**src/rtl/muldiv_unit.sv**
```systemverilog
// muldiv_unit: multi-cycle MULT/MULTU/DIV/DIVU unit for the EX stage.
// A multiply takes one MUL cycle. A divide takes 32 restoring radix-2 cycles.
// Either kind then spends one DONE cycle, where hl_write_enable strobes {hi, lo}.
module muldiv_unit (
  input  logic        clk,
  input  logic        rst,
  input  logic        start,
  input  logic [1:0]  op,
  input  logic [31:0] src_a,
  input  logic [31:0] src_b,
  input  logic        flush,
  output logic        busy,
  output logic        hl_write_enable,
  output logic [63:0] hl_data
);

  typedef enum logic [1:0] {IDLE, MUL, DIV, DONE} state_t;

  state_t      state_reg, state_next;
  logic [4:0]  count_reg;
  logic [31:0] mag_a_reg, mag_b_reg;
  logic        sign_a_reg, sign_b_reg;
  logic [31:0] rem_reg, quo_reg;
  logic [63:0] hl_data_reg;

  logic        accept;
  logic        in_sign_a, in_sign_b;
  logic [31:0] in_mag_a, in_mag_b;
  logic [32:0] shifted, diff;
  logic [31:0] rem_step, quo_step;
  logic [63:0] product;
  logic        neg_result;

  // A new operation is taken only from IDLE/DONE, and flush always wins over start.
  assign accept = (state_reg == IDLE || state_reg == DONE) && start && !flush;

  // Operand conditioning: signed ops work on magnitudes and fix the signs at the end.
  assign in_sign_a = !op[0] && src_a[31];
  assign in_sign_b = !op[0] && src_b[31];
  assign in_mag_a  = in_sign_a ? (32'd0 - src_a) : src_a;
  assign in_mag_b  = in_sign_b ? (32'd0 - src_b) : src_b;

  // One restoring step. The dividend is shifted out of the top of quo_reg while
  // quotient bits enter at the bottom. Bit 32 of diff is the borrow.
  assign shifted    = {rem_reg, quo_reg[31]};
  assign diff       = shifted - {1'b0, mag_b_reg};
  assign rem_step   = diff[32] ? shifted[31:0] : diff[31:0];
  assign quo_step   = {quo_reg[30:0], ~diff[32]};
  assign product    = mag_a_reg * mag_b_reg;
  assign neg_result = sign_a_reg ^ sign_b_reg;

  // State register.
  always_ff @(posedge clk) begin
    if (rst) state_reg <= IDLE;
    else     state_reg <= state_next;
  end

  // Next-state logic, busy (stall) and the DONE-cycle write strobe.
  always_comb begin
    state_next      = state_reg;
    busy            = 1'b0;
    hl_write_enable = 1'b0;
    case (state_reg)
      IDLE: begin
        busy = accept;
        if (accept) state_next = op[1] ? DIV : MUL;
      end
      MUL: begin
        busy       = 1'b1;
        state_next = DONE;
      end
      DIV: begin
        busy = 1'b1;
        if (count_reg == 5'd31) state_next = DONE;
      end
      DONE: begin
        busy            = accept;
        hl_write_enable = !flush;
        if (accept) state_next = op[1] ? DIV : MUL;
        else        state_next = IDLE;
      end
      default: state_next = IDLE;
    endcase
    if (flush) state_next = IDLE;
  end

  // Datapath: latch operands, iterate the divider, and register the final {hi, lo}.
  always_ff @(posedge clk) begin
    if (rst) begin
      count_reg   <= 5'd0;
      mag_a_reg   <= 32'd0;
      mag_b_reg   <= 32'd0;
      sign_a_reg  <= 1'b0;
      sign_b_reg  <= 1'b0;
      rem_reg     <= 32'd0;
      quo_reg     <= 32'd0;
      hl_data_reg <= 64'd0;
    end else if (flush) begin
      count_reg <= 5'd0;
    end else begin
      case (state_reg)
        IDLE, DONE: begin
          if (accept) begin
            mag_a_reg  <= in_mag_a;
            mag_b_reg  <= in_mag_b;
            sign_a_reg <= in_sign_a;
            sign_b_reg <= in_sign_b;
            rem_reg    <= 32'd0;
            quo_reg    <= in_mag_a;
            count_reg  <= 5'd0;
          end
        end
        MUL: begin
          hl_data_reg <= neg_result ? (64'd0 - product) : product;
        end
        DIV: begin
          rem_reg   <= rem_step;
          quo_reg   <= quo_step;
          count_reg <= count_reg + 5'd1;
          if (count_reg == 5'd31) begin
            // A zero divisor leaves the latched dividend as remainder and all-ones quotient.
            if (mag_b_reg == 32'd0)
              hl_data_reg <= {mag_a_reg, 32'hFFFF_FFFF};
            else
              hl_data_reg <= {(sign_a_reg ? (32'd0 - rem_step) : rem_step),
                              (neg_result ? (32'd0 - quo_step) : quo_step)};
          end
        end
        default: ;
      endcase
    end
  end

  assign hl_data = hl_data_reg;

endmodule

```
**config.mk**
```make
export PLATFORM = sky130hd
export DESIGN_NAME = muldiv_unit
export DESIGN_NICKNAME = d
export VERILOG_FILES = /design/src/rtl/muldiv_unit.sv
export SDC_FILE = /design/constraint.sdc
export NUM_CORES = 2
export LEC_CHECK = 0
export ABC_AREA = 1
export BUFFER_PORTS_ARGS = -buffer_cell sky130_fd_sc_hd__buf_2
export CAP_MARGIN = 20
export CORE_MARGIN = 3
export CORE_UTILIZATION = 45
export DETAILED_ROUTE_END_ITERATION = 8
export SYNTH_ARGS = -nofsm -noshare
export SYNTH_HDL_FRONTEND = slang
export SYNTH_SLANG_ARGS = --single-unit
```
**constraint.sdc**
```tcl
create_clock -name clk -period 8.1 [get_ports clk]
set_clock_uncertainty 0.1 [all_clocks]
set_input_delay 0.405 -clock clk [delete_from_list [all_inputs] [get_ports clk]]
set_output_delay 0.405 -clock clk [all_outputs]
set_load 0.1 [all_outputs]
```
* After elaboration in Yosys (flattened, before gate mapping)
Index checks and enable logic that the tools add are counted.
Storage, ports and cells: bits in registers 201, latch bits 0, bits in writable memories 0, bits in read-only memories 0, input bits 70, output and inout bits 66, memories kept 0
Cells by class: $add $sub $neg 7, multiply operators 1, div/mod/pow operators 0, order comparisons 0, eq/ne operators 7, shift-type cells 0, mux-type cells 22, bitwise logic cells 3, reduce and logical (&&, ||, !) cells 19
Operator list (number):
- 32-bit two-way mux | 7
- 64-bit two-way mux | 3
- 32-bit case mux with 2 select lines | 2
- 64-bit case mux with 2 select lines | 1
- 1-bit by 32-bit subtractor with 32-bit output (first input constant) | 4
- 32-bit by 32-bit multiplier with 64-bit output | 1
- 1-bit by 64-bit subtractor with 64-bit output (first input constant) | 1
- 33-bit by 32-bit subtractor with 33-bit output | 1
- 32-bit zero test | 1
- 5-bit case mux with 2 select lines | 1
- 3-bit AND reduction | 3
- 2-bit two-way mux | 4
- 2-bit case mux with 4 select lines | 1
- 2-bit OR reduction | 3
- 5-bit by 1-bit adder with 5-bit output (second input constant) | 1
- 5-bit equality test (second input constant) | 1
- 5-bit two-way mux | 1
- 2-bit equality test (second input constant) | 2
- 1-bit logical AND | 4
- 2-bit inequality test (second input constant) | 2
- 2-bit AND reduction | 2
- 2-bit nonzero test | 2
- 2-bit by 1-bit equality test with 1-bit output (second input constant) | 1
- 1-bit zero test | 2
- 7 further kinds | 8

* Depth between registers and ports, before layout
word-level depth 7, gate-level depth with buffers 44

* Least setup slack after synthesis
OpenSTA, ideal clock, no wires.
path kind register to register, start point reg mag_b_reg[6], end point reg hl_data_reg[57] (netlist: hl_data[57]), arrival time 7.054 ns, slack 0.837 ns, cell stages (with the launch flop) 39, buffers on the path 2, cell sequence dfxtp_1 -> clkbuf_1 -> clkbuf_1 -> nand2_1 -> inv_1 -> fa_1 -> fa_1 -> fa_1 -> inv_1 -> fa_1 -> inv_1 -> fa_1 -> inv_1 -> fa_1 -> inv_1 -> fa_1 -> fa_1 -> ha_1 -> [... 3 more ...] -> nor2_1 -> nor2_1 -> nand2_1 -> nand2_1 -> nand2_1 -> nand2_1 -> nand2_1 -> nand2_1 -> nor3_1 -> nand2_1 -> nand2_1 -> nand3_2 -> nor2_2 -> nand3_1 -> nand3_1 -> nand3_1 -> nand2_1 -> inv_1
On the way: cells in the longest elaborated chain, start to end 7, elaborated cells between the ends (all ways) 11, classes of those cells add/sub: 3; mul: 1; mux: 6; reduce/logical: 1
Ends and longest elaborated chain:
- from (decl) | line 21 | logic [31:0] mag_a_reg, mag_b_reg;
- from (signal assigned) | line 105 | mag_b_reg <= in_mag_b;
- parallel branches: the longest is 6 deep, another holds 32-bit by 32-bit multiplier with 64-bit output
- 64-bit case mux with 2 select lines * | line 101 | case (state_reg)
- to (signal assigned) | line 114 | hl_data_reg <= neg_result ? (64'd0 - product) : product;
- to (signal assigned) | line 123 | hl_data_reg <= {mag_a_reg, 32'hFFFF_FFFF};
- to (signal assigned) | line 125 | hl_data_reg <= {(sign_a_reg ? (32'd0 - rem_step) : rem_step),
- to (decl) | line 24 | logic [63:0] hl_data_reg;
Mark *: on every way between the ends. The select of a mux whose other input is x is not followed. A chain may end at the register's enable or synchronous reset.

* Final worst setup path
start point reg mag_a_reg[10], end point reg hl_data_reg[43] (netlist: hl_data[43])
On the way: cells in the longest elaborated chain, start to end 4
Ends and longest elaborated chain:
- from (decl) | line 21
- from (signal assigned) | line 104 | mag_a_reg <= in_mag_a;
- 32-bit by 32-bit multiplier with 64-bit output * | line 49 | assign product = mag_a_reg * mag_b_reg;
- 1-bit by 64-bit subtractor with 64-bit output | line 114
- 64-bit two-way mux * | line 114
- 64-bit case mux with 2 select lines * | line 101
Every way passes the cells marked *; elsewhere a longest branch is shown, timed or not.

==> impl_results.md <==
* Status: complete, no violations
* Netlist cell types at 57
* Area occupied by multi-input gates at 40600 um2
* Die area at approximately 120000 um2
* Setup WS post-layout at 0.211 ns
* DRC at 0
* Core area at between 100000 and 150000 um2
* RSZ-0062 raised after global routing: true
* Post-synthesis average cell area at between 6 and 7 um2
* Num ports at 136
* WL final at ~180000 um
* Dpl hpwl at 155000 um
* Hold Fails Final Rpt at 0
* Crit-path slowest cell: fa_1
* NetSw at 0.00527 W
* Pin count of the biggest net entering global routing at 84
* Vias in the first global route at 48879
* Post-route core utilization at a little over half
* Share of cells above drive strength 1 at around an eighth
* YS warnings at 0
* Die Ht at roughly 350 um
* Count of input and output buffers at between 100 and 150
* Post-synth top area cell: fa_1
* Synth top area cells: fa_1, nand2_1, inv_1, dfxtp_1, ha_1
* Delay-heaviest family, CP: adder cells
* Sw Share at 53.0%
* Critical Path Max Stage Delay at ~0.63 ns
* Internal at between 0.004 and 0.005 W
* Cell Rows at between 100 and 150
* CTS clk-pin slew, worst paths at 0.09 ns
* Iter 0 DRT Violations at approximately 4300
* Root Buffer: clkbuf_16
* Crit path kind: reg2reg
* Flip-flop and latch area at 4050 um2
* Measured slew at the worst slew-check pin at 0.933 ns
* Fin. max-slew vios at 0
* VDD IR max at 0.236 mV
* Reg2reg path depth at 34
* CTS tree: built
* DRT antenna net count at 0
* Die Width at around 350 um
* Max reg flops at 64
* Clk sink count at approximately 200
* GR Overflow Total at 0
* Sequential area share after synthesis at 7.65%
* Post-route minimum period at roughly 7.9 ns
* Layout net count at about 9300
* Max Cap Viol at 0
* Wire per inst at roughly 19 um
* Crit path to: hl_data[43]
* Reg-to-reg startpoint: mag_a_reg[10]
* Crit-path most repeated cell: nand2_1
* Mapped cell area at approximately 53000 um2
* Proportion of netlist area held by the largest area contributor at 34.1%
* Sequential share of power at between 10% and 20%
* Area Growth Syn to Fin at 14.9%
* Initial antenna violation count at 7
* Total track usage at 30.1%
* Power per cell area at between 150 and 200 nW/um2
* CTS buffer count at 27
* Setup crit start kind: register
* Fill cells at around 12000
* Critical path arrival at ~8.3 ns
* PnR Total Power at 0.00995 W
* Fin crit share at 97.4%
* Routed vias at 49529
* Fin area at between 60000 and 70000 um2
* Worst-Skew Late Latency at between 0.6 and 0.7 ns
* Place WS at -0.190 ns
* Type of the tightest min-delay check: in2reg
* WP depth at 34
* Slew headroom at ~38%
* Clock power frac at 12.8%
* Synth Instances at slightly below 8000
* Worst EP required at ~8.5 ns
* GP Congestion at a little under 1
* Hold buffer count at cts at 0
* Post-DP Area at approximately 58000 um2
* Via density at just over 5
* Max Clk Rate at roughly 130 MHz
* LEAKAGE at approximately 36 nW
* DRT Pass-1 Iters at 6
* Global-route wire length before repair at roughly 280000 um
* Endpoint class of the critical path: register
* Register bit count reported by yosys at around 200
* R2R setup slack at about 0.21 ns
* Initial core utilization at a little under half
* CP Launch Point: mag_a_reg[10]
* Syn nets at between 9000 and 10000
* Clock tree buffer depth at 3
* Crit path buf inv count at 8
* CP Max Fanout at 10
* Logic pwr share at 76.0%
* R2R Path End: hl_data[43]
* Endpoints failing setup at 0
* H-tree depth at 1
## cells in the mapped netlist (all sizes together)
cell,count
a211oi,2
a21boi,3
a21o,3
a21oi,341
a221oi,4
a22oi,1
a31o,1
a31oi,35
a41oi,1
and2,6
and3,1
buf,29
clkbuf,341
clkinv,6
dfxtp,201
fa,897
ha,306
inv,2054
nand2,2280
nand3,274
nand3b,28
nand4,45
nor2,425
nor3,45
nor3b,3
nor4,26
o2111ai,1
o211ai,15
o21a,4
o21ai,270
o21bai,20
o221ai,6
o22ai,24
o311ai,1
o31ai,5
or2,11
xnor2,35
xor2,64
## metrics by stage
step | std cells | setup TNS [ns] | hold WS (ns)
after floorplan | 7814 | 0 | 0.344
after global placement | 9528 | -2.27 | 0.360
after detailed placement | 9530 | -1.75 | 0.370
after CTS | 9579 | 0 | 0.0150
after global routing | 9601 | -0.850 | 0.0626
final | 9603 | 0 | 0.0511
## power by group through the flow
stage	Sequential, W	Clock [W]	Combinational [W]
after global placement	0.00114	0	0.00665
final	0.00112	0.00127	0.00756
after detailed placement	0.00114	0	0.00662
after global routing	0.00113	0.00132	0.00820
after CTS	0.00112	0.00129	0.00680
after floorplan	0.00125	0	0.00361
## tightest hold or removal path: cells and delay by family
family	cells	cell delay (ns)
AOI/OAI and AO/OA	2	0.16
buffers and inverters	1	0.12
## layer usage
metal	up-vias	global-route usage (%)	share of wire (%)
met4	2	8.67	3.5
met1	24091	42.1	43
met3	283	3.78	7.6
li1	23316	-	-
met5	-	0	0.0065
met2	1837	49.2	46
## layout make-up
type / instances / share of cell area (%)
multi-input cells: 5183 / 67.2
inverters: 2060 / 12.8
repair buffers: 596 / 8.72
flip-flops and latches: 201 / 6.69
well taps: 1512 / 3.13
clock buffers: 34 / 1.23
clock inverters: 15 / 0.232
diodes: 2 / 0.00828
## cells by family (layout without fill, tap and decap cells)
logic type / after synthesis / after routing / share of synthesized area [%]
flops: 201 / 201 / 7.65
fa+ha+maj: 1203 / 1203 / 41.4
other cells: 0 / 2 / 0
xor+xnor: 99 / 99 / 1.66
simple gates: 3144 / 3144 / 24.3
buf+inv: 2430 / 2705 / 17.5
compound gates: 737 / 737 / 7.55
## how the worst min path moves through the flow
stage | start | to | slack, ns | cells after the start
after global routing | src_b[31] | mag_b_reg[31] | 0.06 | 3
final | src_b[31] | mag_b_reg[31] | 0.05 | 3
after CTS | src_b[0] | mag_b_reg[0] | 0.01 | 3
after floorplan | sign_b_reg | sign_b_reg | 0.34 | 2
after detailed placement | count_reg[4] | count_reg[4] | 0.37 | 2
after global placement | count_reg[4] | count_reg[4] | 0.36 | 2
## layout by cell type (no fill, tap or decap), types with 7 or more instances in the layout
cell type  count
nand2_1     2161
inv_1       2036
fa_1         885
buf_4        366
nor2_1       342
a21oi_1      313
ha_1         281
nand3_1      249
o21ai_0      224
dfxtp_1      189
buf_2        134
nand2_2      106
buf_12        77
xor2_1        63
nor2_2        56
nand4_1       45
nor3_1        38
o21ai_1       37
a31oi_1       35
xnor2_1       33
clkbuf_16     31
nand3b_1      28
nor2_4        27
nor4_1        25
o22ai_1       24
a21oi_2       23
ha_4          21
o21bai_1      20
nand3_2       19
inv_2         17
o211ai_1      15
nand2_4       12
fa_2          12
or2_2         10
buf_6         10
dfxtp_2        9
o21ai_2        7
clkinv_2       7
## what timing repair did
action	CTS	global route
gates resized for setup	35	321
gates cloned	0	4
setup buffers	0	18
pin swaps	1	57
setup endpoints to repair	24	37
Power figures use the tool's default switching activity.
